File: src/rtl/frame_sprite_updater.sv
// Frame-driven sprite mover: each accepted game_scen tick samples the buttons,
// steps and clamps X then Y, and commits the new position with a frame_done pulse.
module frame_sprite_updater #(
  parameter int COORD_W = 10,
  parameter int X_MAX   = 639,
  parameter int Y_MAX   = 479,
  parameter int SPR_W   = 16,
  parameter int SPR_H   = 16,
  parameter int X_INIT  = 320,
  parameter int Y_INIT  = 240,
  parameter int SPEED   = 2
) (
  input  logic               clk,
  input  logic               rst,
  input  logic               game_scen,
  input  logic               pause,
  input  logic               btn_left,
  input  logic               btn_right,
  input  logic               btn_up,
  input  logic               btn_down,
  output logic [COORD_W-1:0] sprite_x,
  output logic [COORD_W-1:0] sprite_y,
  output logic [15:0]        frame_count,
  output logic [7:0]         overrun_count,
  output logic               busy,
  output logic               frame_done
);

  typedef enum logic [2:0] {IDLE, SAMPLE, MOVE_X, MOVE_Y, COMMIT} state_e;

  localparam logic [COORD_W:0] SPEED_W = (COORD_W+1)'(SPEED);
  localparam logic [COORD_W:0] X_LIM   = (COORD_W+1)'(X_MAX - SPR_W + 1);
  localparam logic [COORD_W:0] Y_LIM   = (COORD_W+1)'(Y_MAX - SPR_H + 1);

  state_e             state_q;
  logic [3:0]         btn_q;  // {left, right, up, down} as seen in SAMPLE
  logic [COORD_W-1:0] work_x_q, work_x_d, move_y_d;
  logic [COORD_W-1:0] sprite_x_q, sprite_y_q;
  logic [15:0]        frame_count_q;
  logic [7:0]         overrun_count_q;

  // One axis step; the sum is one bit wider so the upper clamp cannot wrap.
  function automatic logic [COORD_W-1:0] step_axis(
    input logic [COORD_W-1:0] pos,
    input logic               dec,
    input logic               inc,
    input logic [COORD_W:0]   lim
  );
    logic [COORD_W:0] wide;
    logic [COORD_W:0] sum;
    wide      = {1'b0, pos};
    sum       = wide + SPEED_W;
    step_axis = pos;
    if (dec && !inc)
      step_axis = (wide < SPEED_W) ? '0 : pos - SPEED_W[COORD_W-1:0];
    else if (inc && !dec)
      step_axis = (sum > lim) ? lim[COORD_W-1:0] : sum[COORD_W-1:0];
  endfunction

  always_comb begin
    work_x_d = step_axis(sprite_x_q, btn_q[3], btn_q[2], X_LIM);
    move_y_d = step_axis(sprite_y_q, btn_q[1], btn_q[0], Y_LIM);
  end

  // NOTE: non-blocking assignments keep every register reading pre-edge values,
  // so ordering of statements inside this block never changes behaviour.
  always_ff @(posedge clk) begin
    if (rst) begin
      state_q         <= IDLE;
      btn_q           <= '0;
      work_x_q        <= (COORD_W)'(X_INIT);
      sprite_x_q      <= (COORD_W)'(X_INIT);
      sprite_y_q      <= (COORD_W)'(Y_INIT);
      frame_count_q   <= '0;
      overrun_count_q <= '0;
    end else begin
      // Ticks arriving mid-update are dropped and counted, whatever pause says.
      if (game_scen && state_q != IDLE && overrun_count_q != 8'hFF)
        overrun_count_q <= overrun_count_q + 8'd1;

      case (state_q)
        IDLE:   if (game_scen && !pause) state_q <= SAMPLE;
        SAMPLE: begin
          btn_q   <= {btn_left, btn_right, btn_up, btn_down};
          state_q <= MOVE_X;
        end
        MOVE_X: begin
          work_x_q <= work_x_d;
          state_q  <= MOVE_Y;
        end
        MOVE_Y: begin
          sprite_x_q    <= work_x_q;
          sprite_y_q    <= move_y_d;
          frame_count_q <= frame_count_q + 16'd1;
          state_q       <= COMMIT;
        end
        COMMIT:  state_q <= IDLE;
        default: state_q <= IDLE;
      endcase
    end
  end

  assign sprite_x      = sprite_x_q;
  assign sprite_y      = sprite_y_q;
  assign frame_count   = frame_count_q;
  assign overrun_count = overrun_count_q;
  assign busy          = (state_q != IDLE);
  assign frame_done    = (state_q == COMMIT);

endmodule
File: config.mk
export PLATFORM = sky130hd
export DESIGN_NAME = frame_sprite_updater
export DESIGN_NICKNAME = d
export VERILOG_FILES = /design/src/rtl/frame_sprite_updater.sv
export SDC_FILE = /design/constraint.sdc
export NUM_CORES = 1
export LEC_CHECK = 0
export ABC_AREA = 0
export CAP_MARGIN = 20
export CORE_MARGIN = 4
export CORE_UTILIZATION = 40
export DETAILED_ROUTE_END_ITERATION = 8
export GPL_TIMING_DRIVEN = 0
export PLACE_DENSITY = 0.72
export RECOVER_POWER = 25
export SYNTH_ARGS = -nofsm -noshare
export SYNTH_HDL_FRONTEND = slang
export SYNTH_SLANG_ARGS = --single-unit
export TNS_END_PERCENT = 100
File: constraint.sdc
create_clock -name clk -period 2.65 [get_ports clk]
set_input_delay 0.795 -clock clk [delete_from_list [all_inputs] [get_ports clk]]
set_output_delay 0.795 -clock clk [all_outputs]
set_load 0.005 [all_outputs]
---- After elaboration in Yosys (flattened, before gate mapping) ----
Cells that the tools add are included.
storage, ports and cells
  memory bits (writable) .................. 0
  word-level logic and storage cells ...... 49
  bits in latches ......................... 0
  memories ................................ 0
  bits of input ports ..................... 8
  memory bits (read-only) ................. 0
  register bits after elaboration ......... 61
  output and inout bits ................... 46
cells by class
  magnitude comparators ................... 4
  bitwise operators ....................... 0
  add/subtract/negate cells ............... 6
  equal/unequal tests ..................... 6
  reduce and logical (&&, ||, !) cells .... 16
  shifts and indexed selects .............. 0
  div/mod/pow operators ................... 0
  multiplexer cells ....................... 10
  multipliers ............................. 0
operators with widths
  kind                   count
  $mux 10                8
  $add 10x2->11 const B  2
  $lt 10x2->1 const B    2
  $sub 10x2->10 const B  2
  $add 16x1->16 const B  1
  $pmux 3 s4             1
  $gt 11x10->1 const B   1
  $gt 11x9->1 const B    1
  $add 8x1->8 const B    1
  $ne 8x8->1 const B     1
  $logic_and 1x1->1      7
  $eq 3x2->1 const B     2
  $logic_not 1->1        5
  $eq 3x1->1 const B     1
  $eq 3x3->1 const B     1
  $logic_not 3->1        1
  $mux 3                 1
  $reduce_bool 3->1      1
  $ne 2x2->1 const B     1
  $reduce_and 2->1       1
  $reduce_bool 2->1      1

---- Logic depth before layout (Yosys ltp) ----
  depth in word-level cells ............... 5
  depth in mapped cells ................... 9
  depth with buffers taken out ............ 8

---- Worst setup path after synthesis ----
Ideal clock, no wire load.
  path type ............................... register -> register
  from .................................... register sprite_y_q[1] (netlist: sprite_y[1])
  to ...................................... register sprite_y_q[6] (netlist: sprite_y[6])
  path buffers ............................ 1
  setup time .............................. 120 ps
  clock period less this slack ............ 2318 ps
  path slack .............................. 332 ps
  data arrival time ....................... 2198 ps
  stages on the path, launching flop included .. 9
  data required time ...................... 2530 ps
  cell sequence ........................... dfxtp_1 -> ha_1 -> buf_4 -> nand3_1 -> or4b_1 -> a2111o_1 -> o221ai_2 -> nand2_2 -> o31a_1
on the way
  cells in the longest elaborated chain, start to end .. 5
  elaborated cells between the ends (all ways) .. 8
  classes of those cells .................. add/sub: 2; order compare: 2; mux: 4
RTL lines
  item                    RTL line  RTL
  from (decl)             38        logic [COORD_W-1:0] sprite_x_q, sprite_y_q;
  from (signal assigned)  73        sprite_y_q <= (COORD_W)'(Y_INIT);
  from (signal assigned)  93        sprite_y_q <= move_y_d;
  $add 10x2->11           52        sum = wide + SPEED_W;
  $gt 11x9->1             57        step_axis = (sum > lim) ? lim[COORD_W-1:0] : sum[COORD_W-1:0];
  $mux 10                 57
  $mux 10                 56        else if (inc && !dec)
  $mux 10 *               54        if (dec && !inc)
Mark *: on every way between the ends. The rest lies on a longest branch, timed or not. The select of a mux whose other input is x is not followed.
A chain may end at the register's enable or synchronous reset.

---- Final worst setup path ----
Ends and elaborated chain as after synthesis.

==> impl_metrics.yaml <==
run_status:
  status: "finished, final reports clean"
sta:
  max_freq_mhz: 395
  layout_setup_ws_ns: 0.119
  fin_skew_ns: 0.00892
  tightest_slew_ns: 0.726
  setup_viol: 0
  period_share_pct: 95.5
  slew_viol_final: 0
  post-route-min-period_ns: 2.53
  hold_violations: 0
  max_slew_margin_pct: 51.5
  rsz0062_at_grt: "yes"
grt:
  grt_pass1_vias: 3504
  antenna_found_initial: 0
  grt_pass1_wl_um: 17500
  overflow: 0
  grt_max_degree: 12
  grt_util_all_layers_pct: 20.7
detailed_routing:
  drt-initial-drc-count: 338
  dr_total_vias: 3810
  drc: 0
  postRouteAntennaNets: 0
  via_per_inst: 5.86
  first_pass_iters: 5
  drt_wl_total_um: 10500
  wl_per_cell_um: 16.2
synthesis:
  syn_nets: 489
  ys_async_sr_fraction_pct: 0
  synth_edf_count: 0
  synthCells: 474
  yosys_register_bits: 60
  synth_cell_types: 68
  ys_seq_area_share_pct: 32.9
  avgSynthCellArea_um2: 7.69
  synth-main-ff-cell: "dfxtp_1"
  synth_area_um2: 3650
  yosysWarnings: 0
worst_setup_path:
  cp_slowest_stage_delay_ns: 0.49
  r2r-start: "sprite_y[1]"
  crit_slowest_cell: "or4b_1"
  endpoint_kind: "flop"
  critPathRequiredTime_ns: 2.89
  arrival_ns: 2.77
  worstSetupPathType: "reg -> reg"
  crit_fanout: 10
  path_cells: "ha_1, buf_4, nand3_1, or4b_1, a2111o_1, o221ai_2, nand2_2, o31a_1"
  startpoint: "sprite_y[1]"
  start_kind: "flop"
die:
  die_w_um: 103
  core_um2: 8810
  initial_core_util_pct: 41.4
  num_rows: 34
  design.die.area_um2: 10700
  die_h_um: 103
  io-pin-count: 54
placement:
  dp_slack_ns: 0.105
  placed_cells: 634
  io_buffers: 52
  dp_hpwl_um: 7490
  gp_congestion: 0.935
run:
  drv_cap: 0
power:
  power_density_nw_per_um2: 462
  leakagePower_nw: 1.58
  peakVddDrop_mv: 0.252
clock_tree:
  htree_levels: 3
  holdBufCountCts: 0
  cts-resized-gates: 0
  cts_setup_buffers: 0
  cts_tree: "yes"
  clk_pin_slew_ns: 0.08
  clockRootBuffer: "clkbuf_8"
  clk_latency_ns: 0.34
  cts_sinks: 60
  cts.path.max_buffers: 2
  numCtsBuffers: 9
hold_path:
  min_from: "work_x_q[0]"
  hold_path.class: "reg -> reg"
final_layout:
  fin_cells: 650
  syn_to_final_growth_pct: 24.8
  drive_gt1_share_pct: 7.56
  final_nets: 552
  layout_common_cells: "dfxtp_1, nand2_1, nor2_1"
  final_common_cell: "dfxtp_1"
  multi_input_area_um2: 2230
  n_fill_cell: 888
  diodes: 0
  regArea_um2: 1200
## registers in the layout, indices dropped and copies added (netlist names)
name,flops
frame_count,16
btn_q,4
sprite_x,10
work_x_q,10
overrun_count,8
sprite_y,9
state_q,3
## through the flow
| step | util, % | hold slack, ns | power, W | instance area [um^2] | setup TNS (ns) |
|---|---|---|---|---|---|
| 3_5_place_dp | 48.8 | 0.449 | 0.00116 | 4300 | 0 |
| 3_3_place_gp | 48.8 | 0.446 | 0.00116 | 4300 | 0 |
| 6_report | 51.7 | 0.464 | 0.00210 | 4550 | 0 |
| 5_1_grt | 51.7 | 0.474 | 0.00218 | 4550 | -0.0829 |
| 2_1_floorplan | - | 0.429 | 0.00109 | 3650 | 0 |
| 4_1_cts | 51.4 | 0.463 | 0.00212 | 4530 | 0 |
## Yosys cell counts, drive strengths merged (3+ instances only)
master	number	share of area [%]
o21ai	23	3.2
clkbuf	28	2.9
nand2b	3	0.51
a21oi	31	4.3
nor2b	5	0.86
nand4	18	3.1
ha	7	2.4
xnor2	8	1.9
o22ai	3	0.51
and3	6	1.2
inv	14	1.4
nor4	3	0.69
buf	12	2.0
a311oi	5	1.2
nor3	14	1.9
nor3b	4	0.82
mux2i	4	1.1
nand2	52	5.4
a41oi	3	0.72
o2111ai	3	0.72
a31oi	8	1.4
xor2	18	4.3
nor2	50	5.1
or3	14	2.4
dfxtp	60	33
nand3	15	2.1
nand3b	4	0.82
nand4b	3	0.72
a211oi	5	1.0
nor4b	4	0.96
o221ai	3	0.89
o211ai	4	0.82
o41ai	3	0.93
## kinds of logic (layout without fill, tap and decap cells)
group                    after synthesis  count (layout)  synth area share, %
XOR/XNOR                              26              26                 6.25
AO/OA/AOI/OAI                        114             114                 21.3
adder cells (fa/ha/maj)                7               7                 2.40
AND/OR/NAND/NOR                      205             205                 28.8
buffers and inverters                 55             123                 6.45
multiplexers                           6               6                 1.72
flip-flops                            60              60                 32.9
other                                  1               1                0.103
## metal layers
layer	routed length (um)	up-vias	global-route usage (%)
met3	773	13	5.84
li1	-	1856	-
met1	4780	1789	28.3
met4	150	0	6.27
met5	0	-	0
met2	4820	152	31.5
## final cells by class
cell class	count	area share [%]
Multi-Input combinational cell	359	49.1
Buffer	40	3.93
Timing Repair Buffer	52	11.4
Clock inverter	5	1.84
Tap cell	108	2.97
Clock buffer	11	3.11
Inverter	15	1.24
Sequential cell	60	26.4
## critical path: cells and delay by family, from the launching register on
kind	cells	cell delay [ns]
compound gates	3	0.95
simple gates	3	0.77
flops	1	0.37
fa+ha+maj	1	0.16
buf+inv	1	0.16
## final timing paths
path	endpoint	slack, ns	cells after the start
worst max register to register	sprite_y[6]	0.12	8
worst min register to register	sprite_x[0]	0.46	2
worst min-delay path	sprite_x[0]	0.46	2
worst max-delay path	sprite_y[6]	0.12	8
## where the power goes
| group | leakage (nW) | switching (W) | internal (W) |
|---|---|---|---|
| sequential | 0.485 | 0.0000152 | 0.000925 |
| clock | 0.106 | 0.000402 | 0.000559 |
| combinational | 0.989 | 0.000121 | 0.0000793 |
| total | 1.58 | 0.000538 | 0.00156 |
Note: power is estimated with default switching activity, not from simulation.
